<file path="src/rtl/axi_rd_ctrl.sv">
// AXI4 read master: splits a beat-count command into INCR bursts and streams the data out.
// Define AXI_RD_4K_SPLIT_EN to keep every burst inside one 4 KB page.
module axi_rd_ctrl #(
    parameter int unsigned DATA_WIDTH    = 512,
    parameter int unsigned KEEP_WIDTH    = DATA_WIDTH / 8,
    parameter int unsigned ADDR_WIDTH    = 34,
    parameter int unsigned LEN_WIDTH     = 16,
    parameter int unsigned MAX_BURST_LEN = 16
) (
    input  logic                  clk,
    input  logic                  rst,

    input  logic [ADDR_WIDTH-1:0] cmd_addr,
    input  logic [LEN_WIDTH-1:0]  cmd_len,
    input  logic                  cmd_valid,
    output logic                  cmd_ready,

    output logic                  status_busy,
    output logic                  status_error,

    output logic [5:0]            m_axi_arid,
    output logic [ADDR_WIDTH-1:0] m_axi_araddr,
    output logic [7:0]            m_axi_arlen,
    output logic [2:0]            m_axi_arsize,
    output logic [1:0]            m_axi_arburst,
    output logic                  m_axi_arlock,
    output logic [3:0]            m_axi_arcache,
    output logic [2:0]            m_axi_arprot,
    output logic                  m_axi_arvalid,
    input  logic                  m_axi_arready,

    input  logic [5:0]            m_axi_rid,
    input  logic [DATA_WIDTH-1:0] m_axi_rdata,
    input  logic [1:0]            m_axi_rresp,
    input  logic                  m_axi_rlast,
    input  logic                  m_axi_rvalid,
    output logic                  m_axi_rready,

    output logic [DATA_WIDTH-1:0] m_axis_tdata,
    output logic [KEEP_WIDTH-1:0] m_axis_tkeep,
    output logic                  m_axis_tlast,
    output logic                  m_axis_tvalid,
    input  logic                  m_axis_tready
);

    localparam int unsigned OffsBits  = $clog2(KEEP_WIDTH);
    localparam int unsigned CntW      = (LEN_WIDTH > 13) ? LEN_WIDTH : 13;
`ifdef AXI_RD_4K_SPLIT_EN
    localparam int unsigned PageBeats = 4096 / KEEP_WIDTH;
`endif

    typedef enum logic [1:0] {StIdle, StAddr, StData} state_e;

    state_e                  state_q, state_d;
    logic [ADDR_WIDTH-1:0]   addr_q, addr_d;
    logic [LEN_WIDTH-1:0]    rem_q, rem_d;
    logic [8:0]              burst_q, burst_d;
    logic [8:0]              beat_q, beat_d;
    logic                    err_q, err_d;
    logic                    wr_ptr_q, wr_ptr_d;
    logic                    rd_ptr_q, rd_ptr_d;
    logic [1:0]              cnt_q, cnt_d;
    logic [DATA_WIDTH-1:0]   buf_data_q [2];
    logic                    buf_last_q [2];

    logic [CntW-1:0]         beats;
    logic                    push, pop, last_beat, push_last;
    logic                    unused_rid;

    assign unused_rid = ^m_axi_rid;

    // Beats in the next burst, derived from the registered address and remaining count.
    always_comb begin
        beats = (CntW'(rem_q) < CntW'(MAX_BURST_LEN)) ? CntW'(rem_q) : CntW'(MAX_BURST_LEN);
`ifdef AXI_RD_4K_SPLIT_EN
        if ((CntW'(PageBeats) - CntW'(addr_q[11:OffsBits])) < beats) begin
            beats = CntW'(PageBeats) - CntW'(addr_q[11:OffsBits]);
        end
`endif
    end

    assign cmd_ready     = (state_q == StIdle);
    assign status_busy   = (state_q != StIdle) || (cnt_q != 2'd0);
    assign status_error  = err_q;

    assign m_axi_arid    = 6'd0;
    assign m_axi_araddr  = addr_q;
    assign m_axi_arlen   = 8'(beats - CntW'(1));
    assign m_axi_arsize  = 3'(OffsBits);
    assign m_axi_arburst = 2'd1;
    assign m_axi_arlock  = 1'b0;
    assign m_axi_arcache = 4'd0;
    assign m_axi_arprot  = 3'd0;
    assign m_axi_arvalid = (state_q == StAddr);
    assign m_axi_rready  = (state_q == StData) && (cnt_q != 2'd2);

    assign m_axis_tvalid = (cnt_q != 2'd0);
    assign m_axis_tdata  = buf_data_q[rd_ptr_q];
    assign m_axis_tlast  = m_axis_tvalid && buf_last_q[rd_ptr_q];
    assign m_axis_tkeep  = '1;

    always_comb begin
        state_d   = state_q;
        addr_d    = addr_q;
        rem_d     = rem_q;
        burst_d   = burst_q;
        beat_d    = beat_q;
        err_d     = err_q;
        push      = m_axi_rvalid && m_axi_rready;
        pop       = m_axis_tvalid && m_axis_tready;
        last_beat = (beat_q == burst_q - 9'd1);
        // rem_q already excludes the current burst, so zero means this is the command's tail.
        push_last = last_beat && (rem_q == '0);
        wr_ptr_d  = wr_ptr_q ^ push;
        rd_ptr_d  = rd_ptr_q ^ pop;
        cnt_d     = cnt_q + 2'(push) - 2'(pop);

        unique case (state_q)
            StIdle: begin
                if (cmd_valid) begin
                    err_d  = 1'b0;
                    addr_d = cmd_addr & ~ADDR_WIDTH'(KEEP_WIDTH - 1);
                    rem_d  = cmd_len;
                    if (cmd_len != '0) begin
                        state_d = StAddr;
                    end
                end
            end
            StAddr: begin
                if (m_axi_arready) begin
                    addr_d  = addr_q + (ADDR_WIDTH'(beats) << OffsBits);
                    rem_d   = rem_q - LEN_WIDTH'(beats);
                    burst_d = 9'(beats);
                    beat_d  = 9'd0;
                    state_d = StData;
                end
            end
            StData: begin
                if (push) begin
                    beat_d = beat_q + 9'd1;
                    if ((m_axi_rresp != 2'd0) || (m_axi_rlast != last_beat)) begin
                        err_d = 1'b1;
                    end
                    if (last_beat) begin
                        state_d = (rem_q != '0) ? StAddr : StIdle;
                    end
                end
            end
            default: state_d = StIdle;
        endcase
    end

    always_ff @(posedge clk or posedge rst) begin
        if (rst) begin
            state_q  <= StIdle;
            addr_q   <= '0;
            rem_q    <= '0;
            burst_q  <= '0;
            beat_q   <= '0;
            err_q    <= 1'b0;
            wr_ptr_q <= 1'b0;
            rd_ptr_q <= 1'b0;
            cnt_q    <= '0;
        end else begin
            state_q  <= state_d;
            addr_q   <= addr_d;
            rem_q    <= rem_d;
            burst_q  <= burst_d;
            beat_q   <= beat_d;
            err_q    <= err_d;
            wr_ptr_q <= wr_ptr_d;
            rd_ptr_q <= rd_ptr_d;
            cnt_q    <= cnt_d;
        end
    end

    // Payload storage needs no reset; occupancy is tracked by cnt_q.
    always_ff @(posedge clk) begin
        if (push) begin
            buf_data_q[wr_ptr_q] <= m_axi_rdata;
            buf_last_q[wr_ptr_q] <= push_last;
        end
    end

endmodule

</file>
<file path="config.mk">
export PLATFORM = sky130hd
export DESIGN_NAME = axi_rd_ctrl
export DESIGN_NICKNAME = d
export VERILOG_FILES = /design/src/rtl/axi_rd_ctrl.sv
export SDC_FILE = /design/constraint.sdc
export NUM_CORES = 1
export LEC_CHECK = 0
export ABC_AREA = 1
export CORE_AREA = 2 2 471 473
export CTS_BUF_LIST = sky130_fd_sc_hd__clkbuf_8
export DETAILED_ROUTE_END_ITERATION = 16
export DIE_AREA = 0 0 473 475
export GPL_TIMING_DRIVEN = 0
export PLACE_DENSITY = 0.52
export SLEW_MARGIN = 40
export SYNTH_ARGS = -nofsm -noshare
export SYNTH_HDL_FRONTEND = slang
export SYNTH_SLANG_ARGS = --single-unit
</file>
<file path="constraint.sdc">
create_clock -name clk -period 15.4 [get_ports clk]
set_input_delay 2.31 -clock clk [delete_from_list [all_inputs] [get_ports clk]]
set_output_delay 2.31 -clock clk [all_outputs]
set_load 0.01 [all_outputs]
</file>
# == After elaboration in Yosys (flattened, before gate mapping) ==
# Memories as Yosys holds them, arrays and structs flattened.
# Index checks and enable logic that the tools add are counted.
# word_totals
out_inout_bits,644
n_memories,2
regBits,75
ramBits,1026
elab_cells,77
in_bits,577
# memory_table
name,words,word_bits,read_ports,rd_ports_with_merged_regs,write_ports,line,rtl
buf_data_q,2,512,1,0,1,63,logic [DATA_WIDTH-1:0] buf_data_q [2];
buf_last_q,2,1,1,0,1,64,logic buf_last_q [2];
# classes
eq_ne,11
add_sub_neg,7
n_mux,23
n_reduce_logical,22
bitwise_logic,2
magnitude_cmp,1
# ops
operator,count
$mux W34,2
$pmux W34 S2,1
$mux W16,3
$add A34 B22 Y34,1
$pmux W16 S2,1
$reduce_bool A16 Y1,2
$mux W9,2
$pmux W9 S2,1
$logic_not A16 Y1,1
$lt A16 B5 Y1 const B,1
$sub A16 B16 Y16,1
$reduce_bool A2 Y1,6
$mux W2,5
$add A9 B1 Y9 const B,1
$eq A9 B9 Y1,1
$sub A9 B1 Y9 const B,1
$ne A2 B2 Y1 const B,4
$sub A8 B1 Y8 const B,1
$mux W1,6
$ne A2 B1 Y1 const B,3
$pmux W2 S3,1
$reduce_and A3 Y1,2
$logic_and A1 B1 Y1,5
$reduce_and A5 Y1,1
11 further kinds,13

# == Logic depth before layout (Yosys ltp) ==
# Gate-level depths: netlist (run 1).
# depth
word_depth,7
mapped_depth,21
mapped_depth_nobuf,20

# == Worst setup path after synthesis (run 1) ==
# OpenSTA, ideal clock, no wires.
# synth_timing
path_kind,in2reg
from,in m_axi_rvalid
to,mem buf_data_q[1][0] (enable)
cell_stages,3
setup_slack_ps,249
required_ps,14452
t_arrival_ps,14203
setup_time_ps,948
path_buffers,0
path_cell_list,nand3_4 > inv_1 > ha_1
# synth_via
elab_chain_cells,3
# synth_lines
item,line,rtl
start: declaration,36,"input logic m_axi_rvalid,"
$logic_and A1 B1 Y1,109,push = m_axi_rvalid && m_axi_rready;
$mux W1,179,if (push) begin
$mux W1 (not written as such),180,buf_data_q[wr_ptr_q] <= m_axi_rdata;
end: declaration,63,
# No other way between the ends.

# == Worst setup path after layout (run 1) ==
# layout_timing
from,reg rd_ptr_q
to,out m_axis_tdata[280]
# layout_via
elab_chain_cells,1
# layout_lines
item,line,rtl
start: declaration,61,"logic rd_ptr_q, rd_ptr_d;"
start signal: assignment,172,rd_ptr_q <= rd_ptr_d;
$mem_v2 Z2 W512,-,
end: declaration,39,"output logic [DATA_WIDTH-1:0] m_axis_tdata,"
# No other way between the ends.

==> summary.md, run 1 <==
| Metric | Value |
|---|---|
| Ys flop type | edfxtp_1 |
| Top post-synthesis cells by area | edfxtp_1, nand2_1, dfrtp_1 |
| Via count | 31530 |
| Synth top area share | 0.7158 |
| Count of flip-flops with a built-in enable after synthesis | approximately 1000 |
| Worst-Skew Late Latency | between 0.9 and 1 ns |
| Post-cts gate resize count | 0 |
| Layout Nets | 5624 |
| Setup bufs post-CTS | 0 |
| Most frequent cells in the layout | nand2_1, clkdlybuf4s50_1, edfxtp_1 |
| Drt initial violations | 2412 |
| I/O Buffers | 1119 |
| Fin crit period | approximately 6.5 ns |
| DRC viols | 0 |
| Final hold violation count | 0 |
| Core ar. | 219100 um2 |
| Cells after synthesis | about 3600 |
| Period utilisation layout | 0.4203 |
| Synth warn | 0 |
| Final Max Tran Viols | 0 |
| Clk sinks | roughly 1100 |
| Cell variety after synth | 46 |
| Finished Layout Cells | 8065 |
| Layout cell share with drive strength beyond 1 | 0.08295 |
| Slew @ Worst Pin | 0.8606 ns |
| Die W | 473 um |
| Filler cells | ~23000 |
| Post-Route Skew | 0.09168 ns |
| Post-synthesis cell area | 43040 um2 |
| Routability congestion estimate | 0.8736 |
| Area of the multi-input gates | between 9000 and 10000 um2 |
| Placed Cells | 7696 |
| Initial antenna violation count | 62 |
| Worst hold start | burst_q[8] |
| P_leak | 0.02447 uW |
| Register bit total from synthesis | 1095 |
| Pin count of the biggest net entering global routing | 51 |
| Max Root-Sink Buffers | 3 |
| DRT antenna net count | 0 |
| Pre-Repair DR Iteration Count | 5 |
| Hold WC Path Type | reg -> reg |
| Die H | 475 um |
| Final WS setup | 8.927 ns |
| Relative slew slack | 0.4242 |
| Final setup vio count | 0 |
| Seq/Total Area, Yosys | 0.7559 |
| Post-Route WL | 175.5 mm |
| Worst Setup End Kind | primary output |
| Global route overflow | 0 |
| Most common cell after layout, fill and taps aside | nand2_1 |
| Routed vias/inst | a little under 4 |
| CP Launch Type | register |
| Layout area overhead | 45.83% |
| Leading area contributor after synthesis | edfxtp_1 |
| Starting Density | 0.1965 |
| Peak supply drop | just under 0.1 mV |
| Kind of critical path | reg -> out |
| Dpl hpwl | 138.9 mm |
| RSZ-0062 raised after global routing | no |
| First-pass GRT wire length | ~240 mm |
| Row count | around 170 |
| Global Route Usage Sum | 0.1505 |
| Pre-CTS setup slack | 9.402 ns |
| Register area | ~33000 um2 |
| I/O Pins | 1221 |
| PwrDens | between 150 and 200 nW/um2 |
| Syn avg cell area | 12.06 um2 |
| FMAX | 154.5 MHz |
| CTS Buf Count | 195 |
| CP startpoint | rd_ptr_q |
| Async S/R FF share, synth | 0.06301 |
| Total negative slack | 0 ns |
| Max H-tree Level | 4 |
| Reg clk slew, reported paths | 0.05 ns |
| Post-cts hold buffer count | 0 |
| FF-to-FF Start | state_q[1] |
| Vias in the first global route | 30630 |
| Status | completed |
| Die ar. | 224700 um2 |
| WP data required | between 10 and 15 ns |
| Root Buffer | clkbuf_8 |
| Max-Cap Viols | 0 |
| Util after Layout | 0.2865 |
| Worst EP arrival | ~4.2 ns |
| Worst-path maximum fanout | 10 |
| CTS tree | built |
| Wirelength per Cell | roughly 22 um |
[cells in the mapped netlist, drive strengths merged, types with 3 or more instances]
cell	number
nand3	56
o21ai	78
nand3b	3
dfrtp	69
nor4	6
or2	8
nor3	16
nand2	1757
nand4	12
buf	100
xnor2	5
edfxtp	1026
ha	24
and3	3
clkbuf	123
o211ai	7
a21oi	43
inv	104
o21bai	6
xor2	12
nor2	87
a31oi	5
o22ai	9
[cell families (layout without fill, tap and decap cells)]
| kind of cell | count (synthesis) | in the layout | synth area share |
|---|---|---|---|
| flops | 1095 | 1095 | 0.7559 |
| fa+ha+maj | 25 | 25 | 0.007442 |
| simple gates | 1948 | 1948 | 0.1764 |
| mux | 1 | 1 | 0.0002326 |
| compound gates | 152 | 152 | 0.01919 |
| other cells | 2 | 123 | 0.0001745 |
| buf+inv | 328 | 1832 | 0.03663 |
| xor+xnor | 18 | 18 | 0.003982 |
[cell type report]
type | instances | share of cell area
antenna | 22 | 0.0008771
timing repair buffer | 1157 | 0.1910
clock inverter | 151 | 0.01525
multi-input combinational | 2245 | 0.1486
inverter | 105 | 0.006359
tap | 2871 | 0.05723
buffer | 223 | 0.01932
sequential | 1095 | 0.5184
clock buffer | 196 | 0.04298
[critical path, cell delays in order, from the launching register on]
cell	delay, ns
dfrtp_1	0.35
clkbuf_4	0.30
inv_2	0.39
clkbuf_1	0.62
clkbuf_1	0.67
nand2_1	0.11
nand2_1	0.20
clkdlybuf4s50_1	0.58
[state kept, by name (all words and copies together), names as in the netlist]
| register | flops |
|---|---|
| buf_data_q | 1024 |
| m_axi_araddr | 28 |
| rem_q | 16 |
| beat_q | 9 |
| burst_q | 9 |
| buf_last_q | 2 |
| cnt_q | 2 |
| state_q | 2 |
| rd_ptr_q | 1 |
| status_error | 1 |
| wr_ptr_q | 1 |
[power by group]
group          internal (uW)  total, uW  leakage, uW  switching (uW)
combinational           2150       5360       0.0120            3210
sequential              4110       4330       0.0104             217
clock                   1280       2570      0.00206            1290
[routing by layer]
metal | vias up | part of all wire | global-route usage
li1 | 14770 | - | -
met1 | 15030 | 0.38 | 0.1726
met2 | 1426 | 0.49 | 0.2550
met3 | 265 | 0.11 | 0.06071
met4 | 42 | 0.027 | 0.04687
met5 | - | 0.0017 | 0
[path summary, 6_finish.rpt]
kind,endpoint,slack [ns],cells past startpoint
worst max register to register,buf_data_q[1][319],11.50,12
worst min register to register,burst_q[8],0.48,2
max in group asynchronous,m_axi_araddr[17],13.15,3
min in group asynchronous,status_error,1.68,2
worst max-delay path,m_axis_tdata[280],8.93,7
worst min-delay path,burst_q[8],0.48,2
[metrics by stage]
stage | area (um2) | hold WS, ns | power, uW
final | 62770 | 0.4818 | 12260
after global routing | 62730 | 0.5116 | 12970
after CTS | 62710 | 0.4853 | 12500
after detailed placement | 59060 | 0.4676 | 9869
after global placement | 58210 | 0.4682 | 10310
after floorplan | 43410 | 0.4553 | 6864
Power figures use the tool's default switching activity.
==> inputs of run 2 (changes only) <==
- clock period: 15.4 -> 6.2 ns (I/O delays scaled with it)
==> run 2 against run 1 <==
  * Cell count is 0.22% higher
  * First-iteration DRC count is 16% lower
  * Routed wire length is 5.5% higher
  * Register-to-register slack worse by 9.3 ns
  * Largest cell class unchanged
  * Non-clock buffer count stayed put
  * Core utilization hardly changed
  * Combinational power grew to 2.5 times the previous value
  * Clock power grew to 2.5 times the previous value
  * Critical path depth stayed put
==> summary.md, run 2 (same netlist as run 1, synthesis figures left out) <==
| Metric | Value |
|---|---|
| Status | completed |
| Die ar. | 224700 um2 (unchanged) |
| Routed vias/inst | 3.889 (-0.53%) |
| Most frequent cells in the layout | nand2_1, clkdlybuf4s50_1, edfxtp_1 |
| CTS tree | built |
| Slew @ Worst Pin | 0.8758 ns (+0.01524 ns) |
| Max-Cap Viols | 0 (unchanged) |
| Relative slew slack | 0.4161 (-0.008041) |
| Final setup vio count | 0 (unchanged) |
| DRC viols | 0 (unchanged) |
| Final hold violation count | 0 (unchanged) |
| Post-Route Skew | 0.06569 ns (-0.02599 ns) |
| Core ar. | 219100 um2 (unchanged) |
| Worst-Skew Late Latency | 0.95 ns (-0.03 ns) |
| Wirelength per Cell | 22.91 um (+5.3%) |
| Root Buffer | clkbuf_8 |
| Reg clk slew, reported paths | 0.06 ns (about the same) |
| Worst r2r dst | m_axi_araddr[26] |
| Global route overflow | 0 (unchanged) |
| Final WS setup | 0.7639 ns (-8.163 ns) |
| Finished Layout Cells | 8083 (+0.22%) |
| Comb pwr share | 0.439 (+0.002) |
| Flop pwr share | 0.349 (-0.004) |
| RSZ-0062 raised after global routing | no |
| P_leak | 0.02449 uW (+0.11%) |
| Max Root-Sink Buffers | 3 (unchanged) |
| CTS Buf Count | 196 (+0.51%) |
| R2R cell count | 21 (+9) |
| Die H | 475 um (unchanged) |
| Hold WC Path Type | in -> async |
| Most flops, register | buf_data_q |
| Vias in the first global route | 31230 (+2.0%) |
| Die W | 473 um (unchanged) |
| Final Max Tran Viols | 0 (unchanged) |
| CP Launch Type | register |
| Routability congestion estimate | 0.9194 (+5.2%) |
| Starting Density | 0.1965 (unchanged) |
| Most common cell after layout, fill and taps aside | nand2_1 |
| Layout area overhead | 45.92% (about the same) |
| CP startpoint | rd_ptr_q |
| Fin area | 62800 um2 (about the same) |
| Setup bufs post-CTS | 0 (unchanged) |
| Filler cells | 22680 (+0.19%) |
| Dpl hpwl | 148.5 mm (+6.9%) |
| Clock network power share | 0.211 (about the same) |
| Layout cell share with drive strength beyond 1 | 0.08330 (+0.0003546) |
| Post-cts hold buffer count | 0 (unchanged) |
| First-pass GRT wire length | 249.2 mm (+4.8%) |
| Max H-tree Level | 4 (unchanged) |
| PwrDens | 490.2 nW/um2 (+150%) |
| Switch Pwr | 12010 uW (+150%) |
| Drt initial violations | 2038 (-16%) |
| Kind of critical path | reg -> out |
| Pre-CTS setup slack | 1.402 ns (-8.000 ns) |
| Placed Area | 59010 um2 (about the same) |
| Worst-path maximum fanout | 10 (unchanged) |
| Hold WS | 0.3385 ns (-0.1433 ns) |
| I/O Buffers | 1119 (unchanged) |
| Worst EP arrival | 4.51 ns (+0.35 ns) |
| I/O Pins | 1221 (unchanged) |
| Initial antenna violation count | 80 (+29%) |
| Register area | 32540 um2 (unchanged) |
| Via count | 31440 (-0.30%) |
| Pre-Repair DR Iteration Count | 7 (+2) |
| Area of the multi-input gates | 9325 um2 (unchanged) |
| FMAX | approximately 180 MHz |
| Peak supply drop | 0.3350 mV (+250%) |
| Placed Cells | 7695 (-0.013%) |
| Period utilisation layout | 0.8768 |
| FF-to-FF Start | rem_q[8] |
| Clk sinks | 1095 (unchanged) |
| Pint | 18770 uW (+150%) |
| Worst Setup End Kind | primary output |
| Slack of the worst reg-to-reg path | 2.21 ns (-9.29 ns) |
| Max reg flops | 1024 (unchanged) |
| Row count | 172 (unchanged) |
| Post-Route WL | 185.1 mm (+5.5%) |
| Post-cts gate resize count | 0 (unchanged) |
| Layout Nets | 5625 (+0.018%) |
| DRT antenna net count | 0 (unchanged) |
| Fin crit period | 5.436 ns |
| Global Route Usage Sum | 0.1596 (+0.009135) |
| WP data required | 5.27 ns (-7.82 ns) |
| Switching portion of total power | 0.3902 (+0.005258) |
| Pin count of the biggest net entering global routing | 50 (-2.0%) |
==> run 2: changes by cell type in the layout (fill, tap and decap cells not counted), moves of 2 or more <==
cell,delta
inv_12,-2
diode_2,+4
buf_16,-3
buf_12,+2
clkinv_2,+10
clkbuf_2,-10
clkbuf_4,+2
inv_1,+2
clkbuf_1,+8
inv_8,+3
bufinv_16,+2
clkinv_16,-2
==> run 2: routing by layer <==
metal,share of wire,GRT usage,vias to the layer above
li1,-,-,14820
met1,0.37,0.1703,14890
met2,0.49,0.2715,1352
met3,0.11,0.07396,329
met4,0.037,0.06538,46
met5,0.0016,0,-
==> run 2: worst max path at each step <==
| stage | slack [ns] | cells past startpoint | to |
|---|---|---|---|
| after floorplan | -1.89 | 3 | buf_data_q[1][0] |
| after detailed placement | 1.40 | 7 | m_axis_tdata[502] |
| after global placement | -7.42 | 4 | buf_data_q[0][308] |
| after CTS | 0.32 | 7 | m_axis_tdata[502] |
| final | 0.76 | 7 | m_axis_tdata[502] |
| after global routing | 0.38 | 7 | m_axis_tdata[508] |
==> run 2: critical path, stage by stage (launching register included) <==
cell and delay [ns]:
dfrtp_1 0.36, clkbuf_4 0.30, inv_2 0.49, clkbuf_2 0.52, clkbuf_1 0.61, nand2_1 0.10, nand2_1 0.37, clkdlybuf4s50_1 0.73
==> run 2: power groups by stage <==
stage,Sequential [uW],Clock [uW],Combinational (uW)
after floorplan,11400,0,5100
after global placement,11300,0,12300
after detailed placement,10900,0,13800
after CTS,10800,6740,13900
after global routing,10900,7040,14600
final,10800,6510,13500
==> run 2: area by class of cell <==
cell class,instances,share of cell area
Antenna cell,26,0.001036
Buffer,223,0.01923
Clock buffer,196,0.04295
Clock inverter,165,0.01626
Inverter,105,0.006355
Multi-Input combinational cell,2245,0.1485
Sequential cell,1095,0.5181
Tap cell,2871,0.05720
Timing Repair Buffer,1157,0.1904
==> run 2: stage by stage <==
step                total power [uW]  TNS (ns)    util
floorplan                      16480  -1934.28       -
CTS                            31370         0  0.2863
finish                         30790         0  0.2867
global route                   32600         0  0.2865
global placement               23570  -7398.06  0.2657
detailed placement             24710         0  0.2693
==> inputs of run 3 (changes only) <==
- clock period: 6.2 -> 5.1 ns (I/O delays scaled with it)
==> run 3 against run 2 <==
  * Sequential cell count stayed put
  * Largest cell class unchanged
  * Clock skew rose by 0.033 ns
  * Non-clock buffer count increased by 4
  * Core utilization is 0.20 points higher
  * First-iteration DRC count fell by 5.6%
  * Die area is the same
  * Clock power is 30% higher
  * Critical path type unchanged
==> summary.md, run 3 (same netlist as run 1, synthesis figures left out) <==
| Metric | Value |
|---|---|
| Pre-Repair DR Iteration Count | 5 (-2) |
| P_leak | 0.02472 uW (+0.92%) |
| CTS tree | built |
| DRC viols | 0 (unchanged) |
| CP Launch Type | register |
| Drt initial violations | 1924 (-5.6%) |
| Row count | 172 (unchanged) |
| Layout cell share with drive strength beyond 1 | 0.08895 (+0.005648) |
| Relative slew slack | 0.3989 (-0.01725) |
| Max H-tree Level | 4 (unchanged) |
| Most frequent cells in the layout | nand2_1, clkdlybuf4s50_1, edfxtp_1 |
| DRT antenna net count | 0 (unchanged) |
| Hold WC Path Type | in -> async |
| Slew @ Worst Pin | 0.9017 ns (+0.02587 ns) |
| First-pass GRT wire length | 249.3 mm (about the same) |
| Pre-CTS setup slack | 0.4962 ns (-0.9062 ns) |
| CTS Buf Count | 198 (+1.0%) |
| Reg clk slew, reported paths | 0.06 ns (about the same) |
| Starting Density | 0.1965 (unchanged) |
| Routed vias/inst | 3.902 (+0.32%) |
| Worst EP arrival | 4.13 ns (-0.38 ns) |
| Core ar. | 219100 um2 (unchanged) |
| Worst Setup End Kind | primary output |
| Initial antenna violation count | 77 (-3.8%) |
| Layout Nets | 5631 (+0.11%) |
| Layout area overhead | 46.92% |
| Global Route Usage Sum | 0.1603 (+0.0006733) |
| PwrDens | 604.3 nW/um2 (+23%) |
| Finished Layout Cells | 8092 (+0.11%) |
| Kind of critical path | reg -> out |
| Worst-path maximum fanout | 10 (unchanged) |
| Die W | 473 um (unchanged) |
| Final hold violation count | 0 (unchanged) |
| Total negative slack | 0 ns (unchanged) |
| WP data required | 4.34 ns (-0.93 ns) |
| Pin count of the biggest net entering global routing | 50 (unchanged) |
| Peak supply drop | 0.3118 mV (-6.9%) |
| Post-Route Skew | 0.09847 ns (+0.03278 ns) |
| Vias in the first global route | 30960 (-0.86%) |
| Worst-Skew Late Latency | 0.98 ns (+0.03 ns) |
| Final setup vio count | 0 (unchanged) |
| RSZ-0062 raised after global routing | no |
| Max reg flops | 1024 (unchanged) |
| I/O Pins | 1221 (unchanged) |
| Wirelength per Cell | 23.12 um (+0.92%) |
| Die ar. | 224700 um2 (unchanged) |
| Post-Route WL | 187.1 mm (+1.0%) |
| Final Max Tran Viols | 0 (unchanged) |
| Most flops, register | buf_data_q |
| Most common cell after layout, fill and taps aside | nand2_1 |
| Max Root-Sink Buffers | 3 (unchanged) |
| Global route overflow | 0 (unchanged) |
| Root Buffer | clkbuf_8 |
| Die H | 475 um (unchanged) |
| Period utilisation layout | 0.9591 |
| Util after Layout | 0.2886 (+0.001976) |
| Placed Cells | 7699 (+0.052%) |
| Fin crit period | 4.891 ns |
| I/O Buffers | 1119 (unchanged) |
| Final WS setup | 0.2085 ns (-0.5554 ns) |
| FMAX | 204.4 MHz |
| Max-Cap Viols | 0 (unchanged) |
| Routability congestion estimate | 0.8743 (-4.9%) |
| Status | completed |
| Via count | 31570 (+0.44%) |
| Clk sinks | 1095 (unchanged) |
| Dpl hpwl | 149.7 mm (+0.84%) |
run 3: changes by cell type in the layout (fill, tap and decap cells not counted), sizes merged:
| cell | change |
|---|---|
| dlygate4sd2 | +3 |
| dlymetal6s2s | +1 |
| bufinv | +6 |
| buf | +4 |
| inv | -4 |
| clkbuf | +3 |
| clkinv | -1 |
| clkdlybuf4s50 | -4 |
| diode | +1 |
run 3: per-layer routing:
metal  wire length [um]  part of all wire  global-route usage  vias up
li1                   -                 -                   -    14840
met1              68640              0.37              0.1699    15060
met2              92410              0.49              0.2786     1293
met3              19870              0.11             0.07525      325
met4               5801             0.031             0.05365       54
met5                341            0.0018                   0        -
run 3: critical path: stages (launching register included):
cell and delay [ns]:
dfrtp_1 0.31, clkbuf_4 0.46, clkbuf_1 0.69, clkbuf_1 0.60, nand2_1 0.11, nand2_1 0.35
clkdlybuf4s50_1 0.65
run 3: timing repair:
action / 4_1_cts / 5_1_grt
buffers inserted: 0 / 0
endpoints found under the setup margin: 136 / 4
gates cloned: 0 / 0
hold buffers: 0 / 0
resized for setup: 12 / 3
run 3: stage by stage:
stage / power, uW / hold slack (ns) / instance area, um2
global placement: 30150 / 0.4691 / 58230
global route: 40420 / 0.09362 / 63190
floorplan: 19720 / 0.4553 / 43440
finish: 38210 / 0.1926 / 63240
CTS: 39030 / 0.05905 / 63160
detailed placement: 30400 / 0.4737 / 59130
run 3: worst paths after layout:
path	end	cells after the start	start	slack, ns
max	m_axis_tdata[71]	6	rd_ptr_q	0.21
min	cnt_q[0]	2	rst	0.19
max reg2reg	m_axi_araddr[26]	21	rem_q[11]	1.01
min reg2reg	burst_q[8]	2	burst_q[8]	0.48
max in group asynchronous	rem_q[1]	3	rst	4.35
min in group clk	buf_data_q[0][313]	1	m_axi_rdata[313]	0.36
run 3: final cells by class:
cell class | count | area [um2]
clock inverter | 166 | 1284
inverter | 105 | 404.1
multi-input combinational | 2245 | 9325
antenna | 27 | 67.56
tap | 2871 | 3592
clock buffer | 199 | 2739
sequential | 1095 | 32540
fill | 22620 | 155800
buffer | 223 | 1224
timing repair buffer | 1161 | 12070
run 3: power by group:
group | total [uW] | leakage (uW) | internal [uW] | switching [uW]
clock | 8450 | 0.00224 | 4360 | 4090
sequential | 13100 | 0.0104 | 12400 | 669
combinational | 16700 | 0.0121 | 6540 | 10100
